`src/rtl/rb_arbiter.sv`:
```
// rb_arbiter: round-robin two-requester sequencer for a single-port RB bank; define RB_ARB_WRPROT_EN to make requester 1 read-only.
// Latency: gnt on the request edge, bank command one edge after acceptance, read data one edge later; waiting requester held off by gnt, bursts capped at MAX_BURST.
module rb_arbiter #(
    parameter int DEPTH     = 18,
    parameter int MAX_BURST = 8
) (
    input  logic       clk,
    input  logic       rst,
    input  logic       req0,
    input  logic       req1,
    input  logic       rw0,
    input  logic       rw1,
    input  logic [4:0] addr0,
    input  logic [4:0] addr1,
    input  logic [7:0] wdata0,
    input  logic [7:0] wdata1,
    input  logic       last0,
    input  logic       last1,
    output logic       gnt0,
    output logic       gnt1,
    output logic [7:0] rdata0,
    output logic [7:0] rdata1,
    output logic       rvalid0,
    output logic       rvalid1,
    output logic       err0,
    output logic       err1,
    output logic       RB_RW,
    output logic [4:0] RB_A,
    output logic [7:0] RB_D,
    input  logic [7:0] RB_Q
);

    localparam logic [1:0] S_IDLE = 2'd0;
    localparam logic [1:0] S_OWN0 = 2'd1;
    localparam logic [1:0] S_OWN1 = 2'd2;
    localparam logic [5:0] DEPTH_W = 6'(DEPTH);
    localparam logic [7:0] CAP     = 8'(MAX_BURST);

    logic [1:0] state_q, state_d;
    logic       last_owner_q, last_owner_d;
    logic [7:0] cnt_q, cnt_d;
    logic       gnt0_q, gnt0_d, gnt1_q, gnt1_d;
    logic       rw_q, rw_d;
    logic [4:0] a_q, a_d;
    logic [7:0] d_q, d_d;
    logic       err0_q, err0_d, err1_q, err1_d;
    logic       pend0_q, pend0_d, pend1_q, pend1_d;
    logic       rvalid0_q, rvalid0_d, rvalid1_q, rvalid1_d;
    logic [7:0] rdata0_q, rdata0_d, rdata1_q, rdata1_d;

    // Owner-side command mux: only one requester can own the bank at a time.
    logic       own1;
    logic       c_req, c_rw, c_last, o_req;
    logic [4:0] c_addr;
    logic [7:0] c_wdata;
    logic       acc, wr_block, illegal, legal_wr, legal_rd, release_own;
    logic [7:0] cnt_inc;

    assign own1    = (state_q == S_OWN1);
    assign c_req   = own1 ? req1   : req0;
    assign c_rw    = own1 ? rw1    : rw0;
    assign c_last  = own1 ? last1  : last0;
    assign c_addr  = own1 ? addr1  : addr0;
    assign c_wdata = own1 ? wdata1 : wdata0;
    assign o_req   = own1 ? req0   : req1;

    assign acc = ((state_q == S_OWN0) && req0 && gnt0_q) ||
                 ((state_q == S_OWN1) && req1 && gnt1_q);

`ifdef RB_ARB_WRPROT_EN
    assign wr_block = own1 && !c_rw;
`else
    assign wr_block = 1'b0;
`endif

    assign illegal  = ({1'b0, c_addr} >= DEPTH_W) || wr_block;
    assign legal_wr = acc && !illegal && !c_rw;
    assign legal_rd = acc && !illegal && c_rw;
    assign cnt_inc  = (cnt_q == 8'hFF) ? cnt_q : cnt_q + 8'd1;

    // Dropped commands still count and still honour last, so a bad stream cannot hog the bank.
    assign release_own = (acc && c_last) || (acc && (cnt_inc >= CAP) && o_req) ||
                         (!c_req && o_req);

    always_comb begin
        state_d      = state_q;
        last_owner_d = last_owner_q;
        cnt_d        = cnt_q;
        gnt0_d       = gnt0_q;
        gnt1_d       = gnt1_q;
        case (state_q)
            S_IDLE: begin
                cnt_d = 8'd0;
                if (req0 && (!req1 || last_owner_q)) begin
                    state_d = S_OWN0;
                    gnt0_d  = 1'b1;
                end else if (req1) begin
                    state_d = S_OWN1;
                    gnt1_d  = 1'b1;
                end
            end
            S_OWN0, S_OWN1: begin
                if (acc) cnt_d = cnt_inc;
                if (release_own) begin
                    state_d      = S_IDLE;
                    gnt0_d       = 1'b0;
                    gnt1_d       = 1'b0;
                    last_owner_d = own1;
                    cnt_d        = 8'd0;
                end
            end
            default: begin
                state_d = S_IDLE;
                gnt0_d  = 1'b0;
                gnt1_d  = 1'b0;
                cnt_d   = 8'd0;
            end
        endcase
    end

    always_comb begin
        rw_d      = !legal_wr;
        a_d       = (legal_wr || legal_rd) ? c_addr : a_q;
        d_d       = legal_wr ? c_wdata : d_q;
        err0_d    = acc && illegal && !own1;
        err1_d    = acc && illegal && own1;
        pend0_d   = legal_rd && !own1;
        pend1_d   = legal_rd && own1;
        rvalid0_d = pend0_q;
        rvalid1_d = pend1_q;
        rdata0_d  = pend0_q ? RB_Q : rdata0_q;
        rdata1_d  = pend1_q ? RB_Q : rdata1_q;
    end

    always_ff @(posedge clk) begin
        if (rst) begin
            state_q      <= S_IDLE;
            last_owner_q <= 1'b1;
            cnt_q        <= 8'd0;
            gnt0_q       <= 1'b0;
            gnt1_q       <= 1'b0;
            rw_q         <= 1'b1;
            a_q          <= 5'd0;
            d_q          <= 8'd0;
            err0_q       <= 1'b0;
            err1_q       <= 1'b0;
            pend0_q      <= 1'b0;
            pend1_q      <= 1'b0;
            rvalid0_q    <= 1'b0;
            rvalid1_q    <= 1'b0;
            rdata0_q     <= 8'd0;
            rdata1_q     <= 8'd0;
        end else begin
            state_q      <= state_d;
            last_owner_q <= last_owner_d;
            cnt_q        <= cnt_d;
            gnt0_q       <= gnt0_d;
            gnt1_q       <= gnt1_d;
            rw_q         <= rw_d;
            a_q          <= a_d;
            d_q          <= d_d;
            err0_q       <= err0_d;
            err1_q       <= err1_d;
            pend0_q      <= pend0_d;
            pend1_q      <= pend1_d;
            rvalid0_q    <= rvalid0_d;
            rvalid1_q    <= rvalid1_d;
            rdata0_q     <= rdata0_d;
            rdata1_q     <= rdata1_d;
        end
    end

    assign gnt0    = gnt0_q;
    assign gnt1    = gnt1_q;
    assign rdata0  = rdata0_q;
    assign rdata1  = rdata1_q;
    assign rvalid0 = rvalid0_q;
    assign rvalid1 = rvalid1_q;
    assign err0    = err0_q;
    assign err1    = err1_q;
    assign RB_RW   = rw_q;
    assign RB_A    = a_q;
    assign RB_D    = d_q;

endmodule

```
`config.mk`:
```
export PLATFORM = sky130hd
export DESIGN_NAME = rb_arbiter
export DESIGN_NICKNAME = d
export VERILOG_FILES = /design/src/rtl/rb_arbiter.sv
export SDC_FILE = /design/constraint.sdc
export NUM_CORES = 1
export LEC_CHECK = 0
export ABC_AREA = 0
export BUFFER_PORTS_ARGS = -buffer_cell sky130_fd_sc_hd__buf_2
export CORE_AREA = 2 2 51 101
export DETAILED_ROUTE_END_ITERATION = 16
export DIE_AREA = 0 0 53 103
export GPL_TIMING_DRIVEN = 0
export PLACE_DENSITY_LB_ADDON = 0.15
export SYNTH_ARGS = -nofsm -noshare
export SYNTH_HDL_FRONTEND = slang
export SYNTH_SLANG_ARGS = --single-unit
```
`constraint.sdc`:
```
create_clock -name clk -period 2.3 [get_ports clk]
set_input_delay 0.575 -clock clk [delete_from_list [all_inputs] [get_ports clk]]
set_output_delay 0.575 -clock clk [all_outputs]
set_load 0.005 [all_outputs]
```
### Word-level counts from Yosys, hierarchy flattened

Cells that the tools add are included.

* register bits: 49
* input bits: 42

* $add $sub $neg: 1
* $lt $le $gt $ge: 2
* equality and inequality tests: 8
* multiplexer cells: 17
* bitwise logic cells: 1
* reductions and logical operators: 35

Operators by type and width (number)
* logical AND 1 bit: 17
* 2-to-1 mux 8 bit: 2
* adder 8 x 1 -> 8 bit, second input constant: 1
* == test 8 bit, second input constant: 1
* >= comparator 8 x 4 -> 1 bit, second input constant: 1
* 2-to-1 mux 1 bit: 8
* inequality test 2 bit, second input constant: 4
* zero test 1 bit: 6
* 2-to-1 mux 2 bit: 3
* AND reduction 2 bit: 3
* >= comparator 5 bit, second input constant: 1
* logical OR 1 bit: 5
* 2-to-1 mux 5 bit: 1
* one-hot mux 1 bit (2 select lines): 2
* one-hot mux 2 bit (2 select lines): 1
* inequality test 3 bit, second input constant: 1
* AND reduction 3 bit: 1
* OR reduction 3 bit: 1
* == test 2 x 1 -> 1 bit, second input constant: 1
* == test 2 bit, second input constant: 1
* zero test 2 bit: 1
* OR reduction 2 bit: 1
* inverter 1 bit: 1

### Logic depth before layout (Yosys ltp)

* depth in word-level cells: 10
* depth in mapped cells: 11
* depth with buffers taken out: 8

### Worst setup path after synthesis

No wires, ideal clock.

* path kind: input-to-reg
* from: in req0
* to: reg gnt0_q (netlist: gnt0)
* data arrival time: 1.863 ns
* data required time: 2.185 ns
* slack: 0.323 ns
* cell stages on the path: 7
* buffers on the path: 1
* cells stage by stage: clkbuf_1 inv_1 a211oi_1 o22ai_1 o31ai_4 a21oi_1 o2bb2a_4

* word-level cells in the longest chain between the ends: 9
* elaborated cells on any way between the ends: 16

Ends and longest elaborated chain
* from (decl): RTL line 9 `input logic req0,`
* logical AND 1 bit (2 in a row): RTL line 67 `assign acc = ((state_q == S_OWN0) && req0 && gnt0_q) ||`
* logical OR 1 bit: RTL line 67
* logical AND 1 bit (2 in a row): RTL line 82 `assign release_own = (acc && c_last) || (acc && (cnt_inc >= CAP) && o_req) ||`
* logical OR 1 bit (2 in a row): RTL line 82
* inequality test 2 bit (no source line)
* AND reduction 2 bit (no source line) *
* to (signal assigned): RTL line 157 `gnt0_q <= gnt0_d;`
* to (decl): RTL line 42 `logic gnt0_q, gnt0_d, gnt1_q, gnt1_d;`

Every way passes the cells marked *; elsewhere a longest branch is shown, timed or not.
A chain may end at the register's enable or synchronous reset.

### Worst setup path in the final report

* from: reg state_q[0]
* to: reg state_q[0]

* word-level cells in the longest chain between the ends: 10
* elaborated cells on any way between the ends: 23

Ends and longest elaborated chain
* from (decl): RTL line 39 `logic [1:0] state_q, state_d;`
* from (signal assigned): RTL line 154 `state_q <= state_d;`
* == test 2 bit *: RTL line 59 `assign own1 = (state_q == S_OWN1);`
* via own1: RTL line 52 `logic own1;`
* logical AND 1 bit (2 in a row): RTL line 68 `((state_q == S_OWN1) && req1 && gnt1_q);`
* logical OR 1 bit: RTL line 67
* logical AND 1 bit (2 in a row): RTL line 82
* logical OR 1 bit (2 in a row): RTL line 82
* inequality test 2 bit (no source line)
* AND reduction 2 bit (no source line)

Mark *: on every way through the listed nets, which the timed path passes. The rest lies on a longest branch.

==> flow_metrics.tcl <==
set metrics [dict create \
    placed_cell_area_um2 2710 \
    fin_crit_ps 2140 \
    drv_cap 0 \
    cp.required_ps 2530 \
    grt.total_usage_pct 19.1 \
    max-slew-margin-rel_pct 58.5 \
    multi_input_area_um2 1210 \
    ys_top_cells_by_area "dfxtp_1, mux2i_1, nor2_1" \
    wl_um 5220 \
    layout_common_cells "buf_2, dfxtp_1, nor2_1" \
    path_clk_slew_ps 90 \
    postSynthAreaPerCell_um2 9.46 \
    fin_cells 383 \
    synth_area_um2 2260 \
    start_kind "register" \
    h-tree-depth 2 \
    cts_tree "built" \
    ant_nets 0 \
    area_delta_synth_final_pct 26.3 \
    ff_latch_area_um2 981 \
    fillers 441 \
    diodes 0 \
    finClkSkew_ps 5.35 \
    grt_pass1_wl_um 7920 \
    reg2reg_slack_ps 160 \
    io_buffers 76 \
    final_util_pct 60.4 \
    die-area_um2 5460 \
    cts_made_buffers 5 \
    num_rows 36 \
    crit_type "reg -> reg" \
    dr_total_vias 1998 \
    synth.distinct_cells 41 \
    cp_max_fo 10 \
    layout_commonest_cell "buf_2" \
    dieHeight_um 103 \
    core_um2 4730 \
    fin_area_um2 2860 \
    initial_core_util_pct 47.8 \
    insertion_delay_ps 300 \
    endpoint "state_q[0]$_SDFFE_PP0P_" \
    dr.pass1.iters 4 \
    synth_top_area_cell "dfxtp_1" \
    ys_seq_elements 49 \
    drt_iter0_markers 29 \
    rsz0062_at_grt "no" \
    startpoint "state_q[0]$_SDFFE_PP0P_" \
    grt_max_degree 17 \
    grt_pass1_vias 1801 \
    ir_drop_v 0.000461 \
    holdBufCountCts 0 \
    worstPathArrival_ps 2370 \
    dp_hpwl_um 3840 \
    endpoint_kind "register" \
    r2r-start "state_q[0]$_SDFFE_PP0P_" \
    drv_slew 0 \
    wl_per_cell_um 13.6 \
    timing.fmax_mhz 467 \
    cts.path.max_buffers 2 \
    setup_tns_ps 0 \
    worstReg2RegEnd "state_q[0]$_SDFFE_PP0P_" \
    dp.cells 372 \
    min_period_over_period_pct 93.1 \
    worst_hold_path_type "reg -> reg" \
    via_per_inst 5.22 \
    synth.yosys.seq_area_share_pct 43.4 \
    io_pins 78 \
    drive_gt1_share_pct 31.6 \
    drc_errors 0 \
    synth_top_area_share_pct 43.4 \
    cts.sinks 49 \
    setup_viol_count_final 0 \
    power.density_nw_per_um2 724 \
    fp.dieW_um 53 \
    grt_overflow 0 \
    finalHoldViolCount 0 \
    timing.reg2reg.worst_path_depth 9 \
    syn_inst 239 \
    ys_warn_count 0 \
    synth_fp_nets 285 \
    place.gp.congestion 0.825 \
    p_total_w 0.00207 \
    leakage_nw 1.22 \
    antenna_found_initial 0 \
    status "completed" \
    num-nets-final 371 \
    cts_root_buf "clkbuf_8" \
    tightest_slew_ps 623 \
]
-- per-stage QoR --
| stage | setup WS (ps) | hold WS [ps] |
|---|---|---|
| finish | 160 | 496 |
| global route | 14.9 | 519 |
| detailed placement | 36.4 | 476 |
| floorplan | 323 | 451 |
| CTS | 13.7 | 491 |
| global placement | 103 | 467 |
-- how the worst min path moves through the flow --
stage | from | end | slack, ps | depth (start not counted)
6_report | state_q[0]$_SDFFE_PP0P_ | state_q[0]$_SDFFE_PP0P_ | 500 | 2
5_1_grt | rdata0[4]$_SDFFE_PP0P_ | rdata0[4]$_SDFFE_PP0P_ | 520 | 2
4_1_cts | state_q[0]$_SDFFE_PP0P_ | state_q[0]$_SDFFE_PP0P_ | 490 | 2
3_5_place_dp | rdata0[4]$_SDFFE_PP0P_ | rdata0[4]$_SDFFE_PP0P_ | 480 | 2
3_3_place_gp | state_q[1]$_SDFFE_PP0P_ | state_q[1]$_SDFFE_PP0P_ | 470 | 2
2_1_floorplan | state_q[1]$_SDFFE_PP0P_ | state_q[1]$_SDFFE_PP0P_ | 450 | 2
-- logic make-up after synthesis --
logic type               synth area share, %
AO/OA/AOI/OAI                           15.4
XOR/XNOR                                1.16
adder cells (fa/ha/maj)                 2.21
buffers and inverters                   4.59
flip-flops                              43.4
multiplexers                            15.9
AND/OR/NAND/NOR                         17.3
-- worst max-delay path, cell delays in order, from the launching register on --
cell	delay, ps
dfxtp_1	370
inv_1	100
ha_4	200
buf_6	150
o31a_1	290
a21oi_1	200
o31ai_4	110
buf_4	160
a21boi_1	280
mux2i_1	220
-- synth_stat cells --
cell type and count:
dfxtp_1 49, nor2_1 39, mux2i_1 36, a211oi_1 16, nand2_1 11, inv_1 9
o21ai_0 7, clkbuf_1 6, nand3_1 6, a21oi_1 5, and3_1 4, buf_4 4
ha_1 4, nand2b_1 4, nor2b_1 4, nor3b_1 3, a31oi_1 2, and2_1 2
buf_1 2, buf_2 2, nor4_1 2, o2bb2a_4 2, xor2_1 2, a211oi_2 1
a21boi_0 1, a21boi_1 1, a21o_1 1, a21oi_2 1, a311oi_1 1, a32o_1 1
a32oi_1 1, and4_4 1, and4b_1 1, nand3_4 1, nand4_1 1, nor3_1 1
o22ai_1 1, o311ai_0 1, o31a_1 1, o31ai_4 1, xnor2_1 1
-- power by group --
group / leakage (nW) / switching (W) / internal (W) / total, W
Clock: 0.0445 / 0.000289 / 0.000216 / 0.000505
Sequential: 0.396 / 0.0000494 / 0.000898 / 0.000947
Combinational: 0.776 / 0.000334 / 0.000282 / 0.000616
-- final cells by class --
cell class	count	share of cell area [%]
timing repair buffer	78	13.8
multi-input combinational	168	42.4
clock inverter	3	0.745
tap	57	2.50
clock buffer	5	2.41
sequential	49	34.4
inverter	9	1.18
buffer	14	2.59
-- layer usage --
metal / vias up / wire [µm] / GRT usage, %
met5: - / 0 / 0
met4: 0 / 67 / 6.71
met3: 7 / 340 / 4.35
met2: 61 / 2630 / 33.0
met1: 914 / 2190 / 22.6
li1: 1016 / - / -
-- flip-flops by register name, summed over array words and instances (netlist names) --
| register | count |
|---|---|
| RB_RW | 1 |
| err1 | 1 |
| rvalid1 | 1 |
| RB_D | 8 |
| state_q | 2 |
| last_owner_q | 1 |
| pend1_q | 1 |
| RB_A | 5 |
| gnt0 | 1 |
| gnt1 | 1 |
| pend0_q | 1 |
| rdata1 | 8 |
| rdata0 | 8 |
| cnt_q | 8 |
| rvalid0 | 1 |
| err0 | 1 |
-- what timing repair did --
action                                  4_1_cts  5_1_grt
endpoints found under the setup margin        0       26
gates resized for setup                       0        5
buffers inserted                              0        2
(Power assumes the default switching activity.)
